[src/rtl/param_inst_decoder_pkg.sv]
// Shared opcode table, FSM encodings and operand-count lookup
// for the parametrised instruction decoder.
package param_inst_decoder_pkg;

    typedef logic [15:0] opc_t;

    localparam opc_t OP_NOP    = 16'h0000;
    localparam opc_t OP_LOAD   = 16'h0001;
    localparam opc_t OP_MOV_RR = 16'h0002;
    localparam opc_t OP_MOV_RA = 16'h0003;
    localparam opc_t OP_ADD    = 16'h0004;
    localparam opc_t OP_JMP    = 16'h0005;
    localparam opc_t OP_IRET   = 16'h0006;

    typedef enum logic [2:0] {
        S_FETCH   = 3'd0,
        S_ARGS    = 3'd1,
        S_ISSUE   = 3'd2,
        S_WB      = 3'd3,
        S_ILLEGAL = 3'd4
    } state_t;

    typedef struct packed {
        logic       legal;
        logic [1:0] count;
    } opc_info_t;

    function automatic opc_info_t opc_info(input opc_t opc);
        opc_info_t r;
        r.legal = 1'b1;
        r.count = 2'd0;
        case (opc)
            OP_NOP, OP_IRET: r.count = 2'd0;
            OP_JMP:          r.count = 2'd1;
            OP_LOAD, OP_MOV_RR,
            OP_MOV_RA, OP_ADD: r.count = 2'd2;
            default:         r.legal = 1'b0;
        endcase
        return r;
    endfunction

endpackage

[src/rtl/param_inst_decoder_if.sv]
// Bus word handshake between the bus interface and the decoder.
interface param_inst_decoder_if #(
    parameter int DATA_W = 16
);
    logic              i_word_valid;
    logic [DATA_W-1:0] i_word;
    logic              o_word_ready;

    modport master (
        output i_word_valid,
        output i_word,
        input  o_word_ready
    );

    modport slave (
        input  i_word_valid,
        input  i_word,
        output o_word_ready
    );
endinterface

[src/rtl/param_inst_decoder_ctx.sv]
// Shadow copy of the sequencing context taken on interrupt entry
// and handed back on IRET.
module param_inst_decoder_ctx
    import param_inst_decoder_pkg::*;
#(
    parameter int DATA_W   = 16,
    parameter int OPC_W    = 8,
    parameter int MAX_ARGS = 3,
    parameter int ARGCNT_W = 2
) (
    input  logic                       clk,
    input  logic                       rst,
    input  logic                       save,
    input  logic                       restore,
    input  state_t                     state_in,
    input  logic [ARGCNT_W-1:0]        idx_in,
    input  logic [OPC_W-1:0]           opc_in,
    input  logic [MAX_ARGS*DATA_W-1:0] args_in,
    output state_t                     state_out,
    output logic [ARGCNT_W-1:0]        idx_out,
    output logic [OPC_W-1:0]           opc_out,
    output logic [MAX_ARGS*DATA_W-1:0] args_out,
    output logic                       valid
);

    always_ff @(posedge clk) begin
        if (rst) begin
            state_out <= S_FETCH;
            idx_out   <= '0;
            opc_out   <= '0;
            args_out  <= '0;
            valid     <= 1'b0;
        end else if (save) begin
            state_out <= state_in;
            idx_out   <= idx_in;
            opc_out   <= opc_in;
            args_out  <= args_in;
            valid     <= (state_in == S_ARGS);
        end else if (restore) begin
            valid     <= 1'b0;
        end
    end

endmodule

[src/rtl/param_inst_decoder.sv]
// Fetch/decode sequencer: gathers opcode plus operands from the bus
// and issues a one-cycle decoded bundle; supports one interrupt level.
module param_inst_decoder
    import param_inst_decoder_pkg::*;
#(
    parameter int DATA_W   = 16,
    parameter int OPC_W    = 8,
    parameter int MAX_ARGS = 3,
    parameter int ARGCNT_W = 2
) (
    input  logic                       clk,
    input  logic                       rst,
    input  logic                       i_interrupt,
    input  logic                       i_stall,
    param_inst_decoder_if.slave        bus,
    output logic                       o_fetch,
    output logic                       o_inst_valid,
    output logic [OPC_W-1:0]           o_opcode,
    output logic [MAX_ARGS*DATA_W-1:0] o_args,
    output logic [ARGCNT_W-1:0]        o_arg_count,
    output logic                       o_pc_load,
    output logic                       o_wb,
    output logic                       o_illegal,
    output logic                       o_int_active
);

    localparam int AW = MAX_ARGS * DATA_W;

    function automatic opc_t to_opc(input logic [OPC_W-1:0] o);
        return opc_t'(o);
    endfunction

    state_t              state_q, state_d;
    logic [ARGCNT_W-1:0] idx_q, idx_d;
    logic [OPC_W-1:0]    opc_q, opc_d;
    logic [AW-1:0]       args_q, args_d;
    logic                int_q, int_d;
    logic                pend_q, pend_d;

    state_t              ctx_state;
    logic [ARGCNT_W-1:0] ctx_idx;
    logic [OPC_W-1:0]    ctx_opc;
    logic [AW-1:0]       ctx_args;
    logic                ctx_valid;

    logic                collecting, take_int, ready, accept;
    logic                save, restore;
    logic [OPC_W-1:0]    word_opc;
    opc_info_t           word_info, run_info, issue_info;
    logic [ARGCNT_W-1:0] run_cnt;

    assign collecting = (state_q == S_FETCH) || (state_q == S_ARGS);
    assign take_int   = (i_interrupt || pend_q) && !int_q && collecting;
    assign ready      = collecting && !i_stall && !take_int && !rst;
    assign accept     = bus.i_word_valid && ready;
    assign word_opc   = bus.i_word[OPC_W-1:0];
    assign word_info  = opc_info(to_opc(word_opc));
    assign run_info   = opc_info(to_opc(opc_q));
    assign run_cnt    = ARGCNT_W'(run_info.count);
    assign issue_info = opc_info(to_opc(opc_d));

    always_comb begin
        state_d = state_q;
        idx_d   = idx_q;
        opc_d   = opc_q;
        args_d  = args_q;
        int_d   = int_q;
        pend_d  = pend_q;
        save    = 1'b0;
        restore = 1'b0;
        // requests during single-cycle states wait for the next fetch
        if (i_interrupt && !int_q && !collecting)
            pend_d = 1'b1;
        if (take_int) begin
            save    = 1'b1;
            state_d = S_FETCH;
            int_d   = 1'b1;
            pend_d  = 1'b0;
        end else begin
            unique case (state_q)
                S_FETCH: if (accept) begin
                    opc_d  = word_opc;
                    args_d = '0;
                    idx_d  = '0;
                    if (!word_info.legal ||
                        (to_opc(word_opc) == OP_IRET && !int_q))
                        state_d = S_ILLEGAL;
                    else if (word_info.count == 2'd0)
                        state_d = S_ISSUE;
                    else
                        state_d = S_ARGS;
                end
                S_ARGS: if (accept) begin
                    for (int k = 0; k < MAX_ARGS; k++)
                        if (idx_q == ARGCNT_W'(k))
                            args_d[k*DATA_W +: DATA_W] = bus.i_word;
                    idx_d = idx_q + ARGCNT_W'(1);
                    if (idx_q == run_cnt - ARGCNT_W'(1))
                        state_d = S_ISSUE;
                end
                S_ISSUE: begin
                    unique case (1'b1)
                        to_opc(opc_q) == OP_IRET: begin
                            restore = 1'b1;
                            int_d   = 1'b0;
                            if (ctx_valid) begin
                                state_d = ctx_state;
                                idx_d   = ctx_idx;
                                opc_d   = ctx_opc;
                                args_d  = ctx_args;
                            end else begin
                                state_d = S_FETCH;
                            end
                        end
                        to_opc(opc_q) == OP_MOV_RA: state_d = S_WB;
                        default:                    state_d = S_FETCH;
                    endcase
                end
                S_WB:      state_d = S_FETCH;
                S_ILLEGAL: state_d = S_FETCH;
                default:   state_d = S_FETCH;
            endcase
        end
    end

    always_ff @(posedge clk) begin
        if (rst) begin
            state_q     <= S_FETCH;
            idx_q       <= '0;
            opc_q       <= '0;
            args_q      <= '0;
            int_q       <= 1'b0;
            pend_q      <= 1'b0;
            o_opcode    <= '0;
            o_args      <= '0;
            o_arg_count <= '0;
        end else begin
            state_q <= state_d;
            idx_q   <= idx_d;
            opc_q   <= opc_d;
            args_q  <= args_d;
            int_q   <= int_d;
            pend_q  <= pend_d;
            if (state_d == S_ISSUE) begin
                o_opcode    <= opc_d;
                o_args      <= args_d;
                o_arg_count <= ARGCNT_W'(issue_info.count);
            end
        end
    end

    param_inst_decoder_ctx #(
        .DATA_W   (DATA_W),
        .OPC_W    (OPC_W),
        .MAX_ARGS (MAX_ARGS),
        .ARGCNT_W (ARGCNT_W)
    ) u_ctx (
        .clk       (clk),
        .rst       (rst),
        .save      (save),
        .restore   (restore),
        .state_in  (state_q),
        .idx_in    (idx_q),
        .opc_in    (opc_q),
        .args_in   (args_q),
        .state_out (ctx_state),
        .idx_out   (ctx_idx),
        .opc_out   (ctx_opc),
        .args_out  (ctx_args),
        .valid     (ctx_valid)
    );

    assign bus.o_word_ready = ready;
    assign o_fetch          = ready;
    assign o_inst_valid     = (state_q == S_ISSUE);
    assign o_pc_load        = (state_q == S_ISSUE) &&
                              (to_opc(opc_q) == OP_JMP);
    assign o_wb             = (state_q == S_WB);
    assign o_illegal        = (state_q == S_ILLEGAL);
    assign o_int_active     = int_q;

endmodule

[src/flat_wrapper.sv]
// flat-port wrapper written by rule: the top's interface ports become plain ports
module param_inst_decoder_flat import param_inst_decoder_pkg::*;
#(
    parameter int DATA_W   = 16,
    parameter int OPC_W    = 8,
    parameter int MAX_ARGS = 3,
    parameter int ARGCNT_W = 2
)
  (clk, rst, i_interrupt, i_stall, o_fetch, o_inst_valid, o_opcode, o_args, o_arg_count, o_pc_load, o_wb, o_illegal, o_int_active, bus_i_word_valid, bus_i_word, bus_o_word_ready);
  param_inst_decoder_if #(.DATA_W(DATA_W)) bus_i ();
  input  logic clk;
  input  logic rst;
  input  logic i_interrupt;
  input  logic i_stall;
  output logic o_fetch;
  output logic o_inst_valid;
  output logic [OPC_W-1:0] o_opcode;
  output logic [MAX_ARGS*DATA_W-1:0] o_args;
  output logic [ARGCNT_W-1:0] o_arg_count;
  output logic o_pc_load;
  output logic o_wb;
  output logic o_illegal;
  output logic o_int_active;
  input wire logic [$bits(bus_i.i_word_valid)-1:0] bus_i_word_valid;
  input wire logic [$bits(bus_i.i_word)-1:0] bus_i_word;
  output wire logic [$bits(bus_i.o_word_ready)-1:0] bus_o_word_ready;
  assign bus_i.i_word_valid = bus_i_word_valid;
  assign bus_i.i_word = bus_i_word;
  assign bus_o_word_ready = bus_i.o_word_ready;
  param_inst_decoder #(.DATA_W(DATA_W), .OPC_W(OPC_W), .MAX_ARGS(MAX_ARGS), .ARGCNT_W(ARGCNT_W)) u_core (.clk(clk), .rst(rst), .i_interrupt(i_interrupt), .i_stall(i_stall), .bus(bus_i), .o_fetch(o_fetch), .o_inst_valid(o_inst_valid), .o_opcode(o_opcode), .o_args(o_args), .o_arg_count(o_arg_count), .o_pc_load(o_pc_load), .o_wb(o_wb), .o_illegal(o_illegal), .o_int_active(o_int_active));
endmodule
[config.mk]
export PLATFORM = sky130hd
export DESIGN_NAME = param_inst_decoder_flat
export DESIGN_NICKNAME = d
export VERILOG_FILES = /design/src/rtl/param_inst_decoder_pkg.sv /design/src/rtl/param_inst_decoder_if.sv /design/src/rtl/param_inst_decoder_ctx.sv /design/src/rtl/param_inst_decoder.sv /design/src/flat_wrapper.sv
export SDC_FILE = /design/constraint.sdc
export NUM_CORES = 1
export LEC_CHECK = 0
export CELL_PAD_IN_SITES_DETAIL_PLACEMENT = 0
export CELL_PAD_IN_SITES_GLOBAL_PLACEMENT = 1
export CORE_MARGIN = 2
export CORE_UTILIZATION = 40
export CTS_BUF_LIST = sky130_fd_sc_hd__clkbuf_8 sky130_fd_sc_hd__clkbuf_16
export DETAILED_ROUTE_END_ITERATION = 7
export PLACE_DENSITY = 0.79
export SETUP_SLACK_MARGIN = 0.1
export SYNTH_ARGS = -nofsm -noshare
export SYNTH_HDL_FRONTEND = slang
export SYNTH_SLANG_ARGS = --single-unit
export TNS_END_PERCENT = 20
[constraint.sdc]
create_clock -name clk -period 5.8 [get_ports clk]
set_input_delay 1.16 -clock clk [delete_from_list [all_inputs] [get_ports clk]]
set_output_delay 1.16 -clock clk [all_outputs]
set_load 0.1 [all_outputs]
==> results_dict.tcl <==
set metrics [dict create \
    cts_resized 0 \
    syn_to_final_growth_pct 23.2 \
    synth_commonest_cells "dfxtp_1, nand2_1, nor2_1" \
    pwr-share-comb_pct 5.6 \
    root_buffer "clkbuf_16" \
    netlist_instances 788 \
    p_total_uw 2630 \
    cp_data_arrival_time_ps 3210 \
    r2r-end "u_core.o_opcode[1]" \
    drtIter0Drc 694 \
    routed_wl_microns 19600 \
    antenna_cells 0 \
    syn_nets 812 \
    ys_types 53 \
    globalplace.congestion 0.859 \
    wire_per_inst_microns 18.3 \
    crit_family "simple AND/OR/NAND/NOR gates" \
    power_density_nw_per_um2 309 \
    crit_buf_inv 1 \
    p_leak_uw 0.00280 \
    timing.final.ws_setup_ps 1430 \
    holdWs_ps 449 \
    ys_seq_elements 183 \
    synth_edf_count 0 \
    vias_per_cell 5.70 \
    crit_cells 4 \
    grt_pass1_vias 5738 \
    final-max-slew-violation-count 0 \
    post-place-ws_ps 1440 \
    fin_worst_skew_ps 7.54 \
    status "finished clean" \
    maxSlewHeadroom_pct 23.5 \
    hp-class "flip-flop to flip-flop" \
    synth_top_cell_area_share_pct 53.0 \
    io_buffers 85 \
    place_hpwl_microns 12600 \
    critPathKind "flip-flop to output pin" \
    clockBufferDepth 2 \
    gr-total-overflow 0 \
    synth_area_leader_cell "dfxtp_1" \
    tritoncts "built" \
    synth.most_common_cell "dfxtp_1" \
    rsz0062_at_grt "no" \
    cts_buffers 17 \
    grt_first_pass_wirelength_microns 30400 \
    syn_avg_cell_area_sq_um 8.77 \
    p_sw_uw 615 \
    row_count 48 \
    cts_hold_buf 0 \
    p_clk_share_pct 46.3 \
    r2r-start "u_core.state_q[0]" \
    finalHoldViolCount 0 \
    core_area_sq_um 17100 \
    hp-start "u_core.args_q[21]" \
    drive_gt1_share_pct 7.07 \
    post_cts_buffers 0 \
    internal_power_uw 2010 \
    synthTopCellsByArea "dfxtp_1, nand2_1, a222oi_1" \
    htree_num_levels 4 \
    final_antenna_net_count 0 \
    cp-end-kind "output pin" \
    max_freq_ghz 0.229 \
    nets 860 \
    io_pins 86 \
    firstDrtPassIters 6 \
    cpMaxStageDelayCell "clkdlybuf4s50_1" \
    drc 0 \
    fp.dieH_microns 135 \
    critPathRequiredTime_ps 4640 \
    synth-main-ff-cell "dfxtp_1" \
    worstMarginPinSlew_ps 1150 \
    worstSetupStartpointType "flip-flop" \
    critPathMaxStageDelay_ps 1170 \
    final_cells 1074 \
    reg2reg_depth 8 \
    syn_area_sq_um 6910 \
    grt_max_degree 111 \
    rrSetupSlack_ps 2640 \
    initial_core_util_pct 40.4 \
    min_period_ps 4370 \
    clock_latency_ps 420 \
    grt_usage_pct 21.5 \
    yosysSeqAreaShare_pct 53.0 \
    holdPathStages 2 \
    vdd_drop_max_v 0.000252 \
    setup_viol 0 \
    cap_viol_max_count 0 \
    antenna_found_initial 0 \
    seq_power_share_pct 48.2 \
    cts.sinks 183 \
    finalCritPeriodShare_pct 75.4 \
    cts.clk_slew.worst_paths_ps 70 \
    vias 6118 \
    die_w_microns 135 \
    dp.cells 1042 \
    p_sw_share_pct 23.4 \
    cp_max_fo 4 \
    async_flop_share_pct 0 \
    min_to "u_core.u_ctx.args_out[21]" \
    fp.dieArea_sq_um 18300 \
    yosysWarnings 0 \
    setup_tns_ps 0 \
    crit_chain "nor4_1, nand3_1, nor4b_2, clkdlybuf4s50_1" \
]
## cell type report
| class | instances | area (sq um) |
|---|---|---|
| repair buffers | 98 | 941 |
| clock buffers | 20 | 467 |
| well taps | 225 | 282 |
| multi-input cells | 526 | 2960 |
| inverters | 10 | 37.5 |
| clock inverters | 12 | 163 |
| flip-flops and latches | 183 | 3660 |
| fillers | 1605 | 8600 |
## worst register-to-register path: stages, from the launching register on
cell	delay, ps
dfxtp_1	510
nor3_2	440
nand3_2	230
o32a_1	420
a211o_1	330
a311oi_4	230
buf_4	530
mux2i_1	270
nor2_1	50
## per-layer routing
layer  routed length (microns)  vias to the layer above  part of all wire [%]  track usage (%)
li1                          -                     2943                     -                -
met1                      8840                     2954                    45             28.5
met2                      9120                      195                    47             34.9
met3                      1270                       26                   6.5             4.64
met4                       374                        0                   1.9             7.29
met5                         0                        -                     0                0
## flip-flops by register name, summed over array words and instances, names as in the netlist
signal                  count
u_core.state_q              3
u_core.o_arg_count          2
u_core.u_ctx.state_out      3
u_core.u_ctx.idx_out        2
u_core.o_args              48
u_core.pend_q               1
u_core.idx_q                2
u_core.o_opcode             8
u_core.o_int_active         1
u_core.opc_q                8
u_core.u_ctx.opc_out        8
u_core.u_ctx.valid          1
u_core.u_ctx.args_out      48
u_core.args_q              48
## layout by cell type, fill, tap and decap left out, drive strengths merged, types with 4 or more instances in the layout
master and n:
a211oi 58, a21oi 78, a221oi 4, a222oi 48, a31oi 8, and2 5, buf 16, clkbuf 20
clkdlybuf4s50 82, clkinv 4, dfxtp 183, inv 14, nand2 133, nand3 4, nor2 124, nor2b 5
nor3 5, nor3b 5, o21ai 5
## metrics by stage
| step | util (%) | area, sq um |
|---|---|---|
| after CTS | 49.7 | 8510 |
| after detailed placement | 46.1 | 7880 |
| after global placement | 46.1 | 7880 |
| after floorplan | - | 6920 |
| after global routing | 49.7 | 8510 |
| final | 49.7 | 8510 |
## kinds of logic after synthesis
| group | share of synthesized area, % |
|---|---|
| simple gates | 18.5 |
| fa+ha+maj | 0.543 |
| compound gates | 23.1 |
| xor+xnor | 0.127 |
| flops | 53.0 |
| mux | 0.145 |
| buf+inv | 4.60 |
## power groups by stage
stage          clock (uW)  combinational (uW)  sequential (uW)
6_report             1220                 146             1270
3_3_place_gp            0                 144             1290
2_1_floorplan           0                82.2             1300
3_5_place_dp            0                 145             1290
5_1_grt              1290                 155             1270
4_1_cts              1230                 145             1270
## worst max path at each step
stage	start	to	slack, ps
after floorplan	rst	o_fetch	-340
after global placement	i_stall	u_core.o_opcode[1]	1530
after detailed placement	i_stall	u_core.o_opcode[1]	1440
after CTS	u_core.opc_q[4]	o_pc_load	1450
after global routing	u_core.opc_q[4]	o_pc_load	1300
final	u_core.opc_q[4]	o_pc_load	1430
(Power assumes the default switching activity.)
